$ cat src/rtl/i2c_reg_bridge.sv
// Register-file back end for the I2C slave byte engine: pointer byte, auto-incrementing
// register writes and reads, with a stall window so the tx byte settles before release.
module i2c_reg_bridge #(
  parameter logic [6:0] I2C_ADDRESS = 7'h42,
  parameter int         NUM_REGS    = 8,
  parameter int         PTR_W       = 3,
  parameter int         STALL_CYC   = 2
) (
  input  logic                  clk,
  input  logic                  rst_n,
  input  logic [7:0]            i2c_addr_rw,
  input  logic                  i2c_addr_rw_valid_stb,
  input  logic [7:0]            i2c_data_rx,
  input  logic                  i2c_data_rx_valid_stb,
  input  logic                  i2c_data_tx_done_stb,
  input  logic                  i2c_error_stb,
  output logic [7:0]            i2c_data_tx,
  output logic                  stall,
  output logic [8*NUM_REGS-1:0] reg_q,
  output logic                  reg_wr_stb,
  output logic [PTR_W-1:0]      reg_wr_addr
);

  typedef enum logic [1:0] {ST_IDLE, ST_PTR, ST_WRITE, ST_READ} state_t;

  state_t           state_r;
  logic [PTR_W-1:0] ptr_r;
  logic             ptr_ok_r;
  logic [7:0]       regs_r [NUM_REGS];
  logic [3:0]       stall_cnt_r;

  logic             addr_hit_s;
  logic             addr_acc_s;
  logic             rx_acc_s;
  logic             tx_acc_s;
  logic             any_acc_s;
  logic             rx_in_range_s;
  logic [PTR_W-1:0] ptr_inc_s;

  // Strobe qualification: error beats everything, address beats data/tx_done.
  always_comb begin
    addr_hit_s    = 1'b0;
    addr_acc_s    = 1'b0;
    rx_acc_s      = 1'b0;
    tx_acc_s      = 1'b0;
    any_acc_s     = 1'b0;
    rx_in_range_s = 1'b0;
    ptr_inc_s     = '0;
    addr_hit_s    = (i2c_addr_rw[7:1] == I2C_ADDRESS);
    addr_acc_s    = i2c_addr_rw_valid_stb & addr_hit_s & ~i2c_error_stb;
    if ((state_r == ST_PTR) || (state_r == ST_WRITE)) begin
      rx_acc_s = i2c_data_rx_valid_stb & ~i2c_addr_rw_valid_stb & ~i2c_error_stb;
    end else begin
      rx_acc_s = 1'b0;
    end
    if (state_r == ST_READ) begin
      tx_acc_s = i2c_data_tx_done_stb & ~i2c_addr_rw_valid_stb & ~i2c_error_stb;
    end else begin
      tx_acc_s = 1'b0;
    end
    any_acc_s     = addr_acc_s | rx_acc_s | tx_acc_s;
    rx_in_range_s = ({1'b0, i2c_data_rx} < 9'(NUM_REGS));
    if (ptr_r == PTR_W'(NUM_REGS - 1)) begin
      ptr_inc_s = '0;
    end else begin
      ptr_inc_s = ptr_r + PTR_W'(1);
    end
  end

  // Transaction FSM, register storage and all registered outputs.
  always_ff @(posedge clk or negedge rst_n) begin
    if (!rst_n) begin
      state_r     <= ST_IDLE;
      ptr_r       <= '0;
      ptr_ok_r    <= 1'b1;
      stall_cnt_r <= 4'd0;
      stall       <= 1'b0;
      i2c_data_tx <= 8'h00;
      reg_wr_stb  <= 1'b0;
      reg_wr_addr <= '0;
      for (int i = 0; i < NUM_REGS; i++) begin
        regs_r[i] <= 8'h00;
      end
    end else begin
      reg_wr_stb  <= 1'b0;
      i2c_data_tx <= ptr_ok_r ? regs_r[ptr_r] : 8'hFF;

      // Reload on every accepted strobe so the window always covers the latest tx update.
      if (any_acc_s) begin
        stall       <= 1'b1;
        stall_cnt_r <= 4'(STALL_CYC - 1);
      end else if (stall_cnt_r != 4'd0) begin
        stall_cnt_r <= stall_cnt_r - 4'd1;
      end else begin
        stall       <= 1'b0;
      end

      if (i2c_error_stb) begin
        state_r <= ST_IDLE;
      end else if (i2c_addr_rw_valid_stb) begin
        if (!addr_hit_s) begin
          state_r <= ST_IDLE;
        end else if (i2c_addr_rw[0]) begin
          state_r <= ST_READ;
        end else begin
          state_r <= ST_PTR;
        end
      end else if (rx_acc_s) begin
        case (state_r)
          ST_PTR: begin
            ptr_r    <= i2c_data_rx[PTR_W-1:0];
            ptr_ok_r <= rx_in_range_s;
            state_r  <= ST_WRITE;
          end
          ST_WRITE: begin
            if (ptr_ok_r) begin
              regs_r[ptr_r] <= i2c_data_rx;
              reg_wr_stb    <= 1'b1;
              reg_wr_addr   <= ptr_r;
              ptr_r         <= ptr_inc_s;
            end else begin
              ptr_r         <= ptr_r;
            end
          end
          default: begin
            state_r <= state_r;
          end
        endcase
      end else if (tx_acc_s) begin
        if (ptr_ok_r) begin
          ptr_r <= ptr_inc_s;
        end else begin
          ptr_r <= ptr_r;
        end
      end else begin
        state_r <= state_r;
      end
    end
  end

  for (genvar g = 0; g < NUM_REGS; g++) begin : g_reg_q
    assign reg_q[8*g +: 8] = regs_r[g];
  end

endmodule
$ cat config.mk
export PLATFORM = sky130hd
export DESIGN_NAME = i2c_reg_bridge
export DESIGN_NICKNAME = d
export VERILOG_FILES = /design/src/rtl/i2c_reg_bridge.sv
export SDC_FILE = /design/constraint.sdc
export NUM_CORES = 1
export LEC_CHECK = 0
export BUFFER_PORTS_ARGS = -buffer_cell sky130_fd_sc_hd__buf_2
export CAP_MARGIN = 30
export CORE_AREA = 3 3 92 94
export DETAILED_ROUTE_END_ITERATION = 10
export DIE_AREA = 0 0 95 97
export PLACE_DENSITY_LB_ADDON = 0.12
export SYNTH_ARGS = -nofsm -noshare
export SYNTH_HDL_FRONTEND = slang
export SYNTH_SLANG_ARGS = --single-unit
$ cat constraint.sdc
create_clock -name clk -period 3.7 [get_ports clk]
set_input_delay 0.185 -clock clk [delete_from_list [all_inputs] [get_ports clk]]
set_output_delay 0.185 -clock clk [all_outputs]
set_load 0.02 [all_outputs]
======== Word level (Yosys, flattened, before mapping) ========
Cells that the tools add are included.
operators by class
  bitwise gates (word level) .............. 11
  reductions and logical operators ........ 11
  multiplexer cells ....................... 29
  $lt $le $gt $ge ......................... 3
  equal/unequal tests ..................... 7
  $add $sub $neg .......................... 2
operators with widths
  kind                   count
  $bwmux W64             1
  $mux W8                4
  $bmux W8 S3            1
  $demux W8 S3           1
  $mux W2                6
  $mux W3                4
  $mux W1                9
  $lt A8 B4 Y1 const B   1
  $mux W4                2
  $reduce_and A4 Y1      2
  $eq A7 B7 Y1 const B   1
  $and A1 B1 Y1          6
  $pmux W3 S2            1
  $reduce_bool A3 Y1     2
  $reduce_and A5 Y1      1
  $eq A2 B2 Y1 const B   2
  $ge A4 B4 Y1 const B   1
  $lt A4 B1 Y1 const B   1
  $not A3 Y4             1
  $reduce_bool A2 Y1     2
  $reduce_bool A4 Y1     1
  $sub A4 B1 Y4 const B  1
  $add A3 B1 Y3 const B  1
  $eq A3 B3 Y1 const B   1
  8 further kinds        10
word-level totals
  register bits after elaboration ......... 87
  bits of input ports ..................... 22
  logic and storage cells ................. 79
  output and inout bits ................... 77

======== Depth between registers and ports, before layout ========
Gate-level depths: netlist of run 1.
  depth after elaboration ................. 7
  mapped depth ............................ 7
  depth with buffers taken out ............ 7

======== Worst setup path after synthesis of run 1 ========
Ideal clock, no wire load.
  path type ............................... flip-flop to flip-flop
  from .................................... register state_r[0]
  to ...................................... register regs_r (netlist bit reg_q[32])
  clock period less this slack ............ 2210 ps
  cell stages (with the launch flop) ...... 7
  data arrival time ....................... 2085 ps
  library setup time ...................... 125 ps
  path buffers ............................ 0
  path slack .............................. 1490 ps
  cell sequence ........................... dfrtp_1 > inv_1 > ha_1 > nor4b_4 > nand3_4 > nor4b_4 > mux2_2
between the ends
  cells in the longest elaborated chain, start to end .. 4
RTL lines
  element                                              RTL line  RTL
  start, declared                                      26        state_t state_r;
  start signal, assigned                               126       state_r <= state_r;
  start signal, assigned                               136       state_r <= state_r;
  $eq A2 B1 Y1 / $eq A2 B2 Y1 (equally long branches)  51, 109
  $logic_or A1 B1 Y1                                   51        if ((state_r == ST_PTR) || (state_r == ST_WRITE)) begin
  $mux W1                                              51
  $reduce_and A5 Y1 (no source line) *                 -
  end signal, assigned by index                        117       regs_r[ptr_r] <= i2c_data_rx;
  end, declared                                        29        logic [7:0] regs_r [NUM_REGS];
Mark *: on every way between the ends. The rest lies on a longest branch, timed or not.
A chain may end at the register's enable or synchronous reset.

======== Worst setup path in the final report of run 1 ========
  from .................................... register state_r[0]
  to ...................................... register regs_r (netlist bit reg_q[40])
Same word-level chain as after synthesis.

==> results of run 1 <==
## layout make-up
| type | instances | area (µm²) | share of cell area (%) |
|---|---|---|---|
| Sequential cell | 87 | 2180 | 44.7 |
| Multi-Input combinational cell | 171 | 1810 | 37.1 |
| Timing Repair Buffer | 103 | 533 | 10.9 |
| Clock buffer | 12 | 135 | 2.77 |
| Tap cell | 102 | 128 | 2.62 |
| Clock inverter | 4 | 73.8 | 1.51 |
| Inverter | 5 | 18.8 | 0.385 |
## cell families after synthesis
family	after synthesis	synth area share, %
simple gates	55	9.81
flops	87	53.9
compound gates	16	2.85
buf+inv	14	1.36
fa+ha+maj	7	2.17
xor+xnor	1	0.217
mux	92	29.7
## cells in the mapped netlist, types with 3 or more instances
cell | number | area share (%)
o2bb2ai_1 | 3 | 0.65
clkbuf_1 | 6 | 0.56
mux4_2 | 16 | 8.9
nand2b_1 | 3 | 0.46
mux2i_1 | 11 | 2.7
nor2_1 | 7 | 0.65
nand2_1 | 20 | 1.9
nor4b_4 | 3 | 1.8
ha_1 | 7 | 2.2
inv_1 | 4 | 0.37
dfrtp_1 | 86 | 53
mux2_2 | 65 | 18
a22o_1 | 3 | 0.65
a21oi_1 | 4 | 0.50
## path summary, 6_finish.rpt
path,endpoint,slack (ns),cells after the start
setup / recovery,reg_q[40],1.06,6
hold / removal,state_r[1],0.09,2
setup reg to reg,reg_q[40],1.06,6
hold reg to reg,stall,0.48,1
max in group asynchronous,reg_q[16],2.38,3
min in group asynchronous,stall_cnt_r[2],0.48,2
## sequential cells by signal, indices dropped and copies added, names as in the netlist
signal       cells
reg_wr_addr      3
i2c_data_tx      8
stall            1
state_r          2
reg_q           64
stall_cnt_r      4
reg_wr_stb       1
ptr_r            3
ptr_ok_r         1
## worst reg2reg max path, stage by stage (launching register included)
cell and delay [ns]:
dfrtp_1 0.40, inv_1 0.06, ha_1 0.34, nor4b_4 0.33
nand3_4 0.20, nor3_2 0.78, mux2_2 0.41
## routing by layer
layer / vias up / part of all wire, % / track usage (%)
met5: - / 0 / 0
met1: 1372 / 45 / 31.1
met4: 0 / 1.3 / 6.66
li1: 1220 / - / -
met3: 10 / 6.2 / 3.42
met2: 77 / 48 / 33.4
## power by group
| group | switching (mW) | internal [mW] | leakage, nW | total (mW) |
|---|---|---|---|---|
| Combinational | 0.0866 | 0.0682 | 1.26 | 0.155 |
| Clock | 0.331 | 0.382 | 0.105 | 0.712 |
| Sequential | 0.0242 | 0.976 | 1.16 | 1.00 |
## metrics by stage
stage	instances	hold slack (ns)	instance area (µm²)	setup WS [ns]	power (mW)
3_5_place_dp	467	0.365	4660	1.05	1.18
4_1_cts	484	0.0797	4880	1.03	1.88
5_1_grt	484	0.0971	4880	0.880	1.95
2_1_floorplan	272	-0.111	4040	1.49	1.11
6_report	484	0.0926	4880	1.06	1.87
3_3_place_gp	467	0.358	4660	1.11	1.17
==> results.sh, run 1 <==
export IMPL_clkTransAtPathRegs_ns=0.09
export IMPL_cp_startpoint="state_r[0]"
export IMPL_drv_cap=0
export IMPL_layout_commonest_cell="buf_2"
export IMPL_setup_viol=0
export IMPL_reg2reg_from="state_r[0]"
export IMPL_setup_tns_ns=0
export IMPL_holdCritPathClass="primary input to flip-flop"
export IMPL_endpoint_kind="flip-flop"
export IMPL_slew_headroom_pct=39.5
export IMPL_numCtsBuffers=9
export IMPL_p_per_area_mw_per_mm2=383
export IMPL_utilization_pct=63.1
export IMPL_firstDrtPassIters=4
export IMPL_crit_chain="inv_1 -> ha_1 -> nor4b_4 -> nand3_4 -> nor3_2 -> mux2_2"
export IMPL_finalClockSkew_ns=0.0145
export IMPL_drc=0
export IMPL_core_area_mm2=0.00773
export IMPL_clock_latency_ns=0.35
export IMPL_wire_per_inst_um=19.0
export IMPL_drv_slew=0
export IMPL_post_dp_hpwl_um=6310
export IMPL_cts_root_buf="clkbuf_8"
export IMPL_drt_iter0_markers=96
export IMPL_worstMarginPinSlew_ns=0.902
export IMPL_start_util_pct=52.3
export IMPL_grt_ovfl_total=0
export IMPL_synth_edff_count=0
export IMPL_ctsHoldBuffers=1
export IMPL_postSynthCellCount=272
export IMPL_path_buf_inv=1
export IMPL_hold_violations=0
export IMPL_ant_nets=0
export IMPL_vias=2679
export IMPL_grt_pass1_vias=2741
export IMPL_arrival_ns=2.87
export IMPL_vdd_drop_max_v=0.000213
export IMPL_crit_required_ns=3.93
export IMPL_critPathMaxStageDelay_ns=0.78
export IMPL_maxClockFrequency_mhz=379
export IMPL_yosys_warnings=0
export IMPL_fillers=627
export IMPL_outcome="complete, no violations"
export IMPL_num_rows=32
export IMPL_antenna_found_initial=0
export IMPL_synth_area_mm2=0.00404
export IMPL_cp_top_family="simple AND/OR/NAND/NOR gates"
export IMPL_ys_ff_latch=87
export IMPL_min_from="i2c_error_stb"
export IMPL_grt_first_pass_wirelength_um=14800
export IMPL_die_x_um=95
export IMPL_critPathSlowestCell="nor3_2"
export IMPL_drive_gt1_share_pct=54.7
export IMPL_n_antenna_cell=0
export IMPL_io_pins=99
export IMPL_num_nets_final=406
export IMPL_grt_max_degree=69
export IMPL_h_tree_depth=3
export IMPL_postCtsSetupBuffers=0
export IMPL_finalCriticalPeriod_ns=2.64
export IMPL_drt_total_wl_um=9210
export IMPL_p_leak_nw=2.52
export IMPL_synth_net_count=301
export IMPL_synth_cell_types=42
export IMPL_cp_start_kind="flip-flop"
export IMPL_cts_sinks=87
export IMPL_syn_to_final_growth_pct=20.6
export IMPL_rsz0062_at_grt="false"
export IMPL_layout_common_cells="buf_2 (97), dfrtp_1 (86), mux2_2 (65)"
export IMPL_grt_usage_pct=21.5
export IMPL_min_period_over_period_pct=71.4
export IMPL_tritoncts="built"
export IMPL_worstSetupPathType="flip-flop to flip-flop"
export IMPL_gp_congestion=0.778
export IMPL_crit_fanout=8
export IMPL_async_reset_ff_share_pct=100
export IMPL_die_h_um=97
export IMPL_numPortBuffers=98
export IMPL_vias_per_cell=5.54
export IMPL_avgSynthCellArea_um2=14.9
export IMPL_dieArea_mm2=0.00922
export IMPL_cts_path_max_buffers=2
export IMPL_cts_resized_gates=0
export IMPL_synthFlopType="dfrtp_1"
export IMPL_seq_area_frac_synth_pct=53.9
Power figures use the tool's default switching activity.
==> inputs of run 2 (changes only) <==
--- a/config.mk
+++ b/config.mk
@@ -5,11 +5,12 @@
 export SDC_FILE = /design/constraint.sdc
 export NUM_CORES = 1
 export LEC_CHECK = 0
+export ABC_AREA = 1
 export BUFFER_PORTS_ARGS = -buffer_cell sky130_fd_sc_hd__buf_2
 export CAP_MARGIN = 30
-export CORE_AREA = 3 3 92 94
+export CORE_AREA = 3 3 97 99
 export DETAILED_ROUTE_END_ITERATION = 10
-export DIE_AREA = 0 0 95 97
+export DIE_AREA = 0 0 100 102
 export PLACE_DENSITY_LB_ADDON = 0.12
 export SYNTH_ARGS = -nofsm -noshare
 export SYNTH_HDL_FRONTEND = slang
==> constraint.sdc (replaced) <==
create_clock -name clk -period 2.14 [get_ports clk]
set_input_delay 0.107 -clock clk [delete_from_list [all_inputs] [get_ports clk]]
set_output_delay 0.107 -clock clk [all_outputs]
set_load 0.02 [all_outputs]
==> run 2 against run 1 <==
Net effect: global-route usage up 0.56 points; clock power grew 77%; largest cell class unchanged; sequential cell count unchanged; critical endpoint is now reg_q[1]; non-clock buffer count is 9 higher.
==> results.sh, run 2 <==
export IMPL_outcome="complete, no violations"
export IMPL_start_util_pct=47.8
export IMPL_numPortBuffers=98
export IMPL_power_mw=3.28
export IMPL_num_rows=34
export IMPL_ant_nets=0
export IMPL_place_ws_ns=0.101
export IMPL_holdCritPathClass="primary input to flip-flop"
export IMPL_yosys_area_top_type="dfrtp_1"
export IMPL_synthFlopType="dfrtp_1"
export IMPL_crit_fanout=16
export IMPL_vias_per_cell=5.23
export IMPL_grt_pass1_vias=3355
export IMPL_slew_headroom_pct=63.8
export IMPL_io_pins=99
export IMPL_core_area_mm2=0.00864
export IMPL_drc=0
export IMPL_yosysMostFrequentCell="nand2_1"
export IMPL_min_period_over_period_pct=92.1
export IMPL_firstDrtPassIters=5
export IMPL_clock_latency_ns=0.36
export IMPL_tritoncts="built"
export IMPL_grt_usage_pct=22.0
export IMPL_synth_edff_count=0
export IMPL_crit_required_ns=2.36
export IMPL_endpoint_kind="flip-flop"
export IMPL_syn_to_final_growth_pct=21.0
export IMPL_synth_area_mm2=0.00413
export IMPL_cts_sinks=87
export IMPL_worst_slack_ns=0.169
export IMPL_rsz0062_at_grt="true"
export IMPL_clkTransAtPathRegs_ns=0.09
export IMPL_postPlaceCellArea_mm2=0.00474
export IMPL_ys_ff_latch=87
export IMPL_dieArea_mm2=0.0102
export IMPL_drv_slew=0
export IMPL_grt_max_degree=53
export IMPL_drt_total_wl_um=11100
export IMPL_final_area_mm2=0.00499
export IMPL_finalClockSkew_ns=0.00903
export IMPL_synth_net_count=501
export IMPL_hold_violations=0
export IMPL_post_dp_hpwl_um=7760
export IMPL_cts_path_max_buffers=2
export IMPL_maxClockFrequency_mhz=507
export IMPL_grt_ovfl_total=0
export IMPL_async_reset_ff_share_pct=100
export IMPL_die_h_um=102
export IMPL_largest_register_ffs=64
export IMPL_arrival_ns=2.19
export IMPL_yosys_warnings=0
export IMPL_setup_viol=0
export IMPL_drv_cap=0
export IMPL_gp_congestion=0.858
export IMPL_finalCriticalPeriod_ns=1.97
export IMPL_vdd_drop_max_v=0.000520
export IMPL_h_tree_depth=3
export IMPL_drive_gt1_share_pct=30.4
export IMPL_drt_iter0_markers=250
export IMPL_p_per_area_mw_per_mm2=657
export IMPL_hold_slack_ns=0.0592
export IMPL_cts_root_buf="clkbuf_8"
export IMPL_layout_commonest_cell="nand2_1"
export IMPL_wire_per_inst_um=16.0
export IMPL_rrSetupSlack_ns=0.17
export IMPL_numCtsBuffers=9
export IMPL_n_antenna_cell=0
export IMPL_grt_first_pass_wirelength_um=17300
export IMPL_synth_area_top_cells="dfrtp_1 (52%), nand2_1 (9.1%), nor2_1 (7.0%)"
export IMPL_num_nets_final=607
export IMPL_die_x_um=100
export IMPL_vias=3612
export IMPL_cp_start_kind="flip-flop"
export IMPL_seq_area_frac_synth_pct=52.8
export IMPL_layout_common_cells="nand2_1 (99), buf_2 (97), dfrtp_1 (86)"
export IMPL_worstSetupPathType="flip-flop to flip-flop"
export IMPL_postSynthCellCount=472
export IMPL_synth_cell_types=28
export IMPL_worstMarginPinSlew_ns=0.543
export IMPL_avgSynthCellArea_um2=8.74
export IMPL_synth_common_cells="nand2_1 (100), dfrtp_1 (86), nor2_1 (77), o21ai_1 (41)"
export IMPL_p_leak_nw=2.64
export IMPL_antenna_found_initial=0
export IMPL_setup_tns_ns=0
export IMPL_netlist_area_leader_share_pct=52.2
-- run 2: cell types whose count changed in the layout (fill, tap and decap cells not counted), sizes merged, moves of 15 or more --
cell	delta
inv	+25
mux2	-65
mux4	-16
nand2	+88
nand3	+15
nor2	+74
o21ai	+104
-- run 2: cell type report --
class | count | area [µm²]
fillers | 820 | 3640
flip-flops and latches | 87 | 2180
multi-input cells | 338 | 1730
repair buffers | 112 | 616
well taps | 108 | 135
clock buffers | 9 | 124
inverters | 30 | 113
clock inverters | 7 | 97.6
-- run 2: critical path: stages (launching register included) --
cell     delay, ns
dfrtp_1       0.41
inv_1         0.06
ha_1          0.32
nor2_4        0.16
nand2_2       0.09
nor2_4        0.25
nand3_2       0.32
nand2_1       0.13
o21ai_1       0.08
-- run 2: cell families after synthesis --
logic type | after synthesis | synth area share, %
buffers and inverters | 47 | 5.49
flip-flops | 87 | 52.8
adder cells (fa/ha/maj) | 7 | 2.12
AO/OA/AOI/OAI | 109 | 16.4
AND/OR/NAND/NOR | 220 | 22.8
XOR/XNOR | 2 | 0.425
-- run 2: what timing repair did --
item | CTS | global route
gates resized for setup | 0 | 2
hold buffers | 2 | 0
endpoints found under the setup margin | 0 | 20
buffers inserted | 0 | 0
hold endpoints to repair | 35 | 0
-- run 2: path summary, 6_finish.rpt --
path | endpoint | startpoint | depth (start not counted)
min | reg_q[37] | i2c_data_rx[5] | 3
max in group asynchronous | reg_q[29] | rst_n | 3
min reg2reg | stall_cnt_r[0] | stall_cnt_r[0] | 2
min in group asynchronous | reg_wr_addr[2] | rst_n | 2
max | reg_q[1] | state_r[0] | 8
max reg2reg | reg_q[1] | state_r[0] | 8
-- run 2: where the power goes --
group          switching [mW]  internal [mW]  leakage (nW)  total, mW
clock network           0.603          0.659         0.105       1.26
registers              0.0236           1.69          1.16       1.71
logic                   0.194          0.112          1.37      0.306
total                   0.821           2.46          2.64       3.28
-- run 2: per-layer routing --
layer | up-vias | track usage [%] | share of wire [%]
met1 | 1737 | 29.9 | 45
li1 | 1755 | - | -
met5 | - | 0 | 0
met2 | 102 | 36.3 | 48
met3 | 18 | 3.41 | 5.0
met4 | 0 | 7.88 | 2.0
-- run 2: per-stage QoR --
| stage | std cells | utilization, % |
|---|---|---|
| after CTS | 691 | 57.7 |
| final | 691 | 57.8 |
| after global routing | 691 | 57.8 |
| after detailed placement | 673 | 54.9 |
| after global placement | 673 | 54.9 |
| after floorplan | 472 | - |
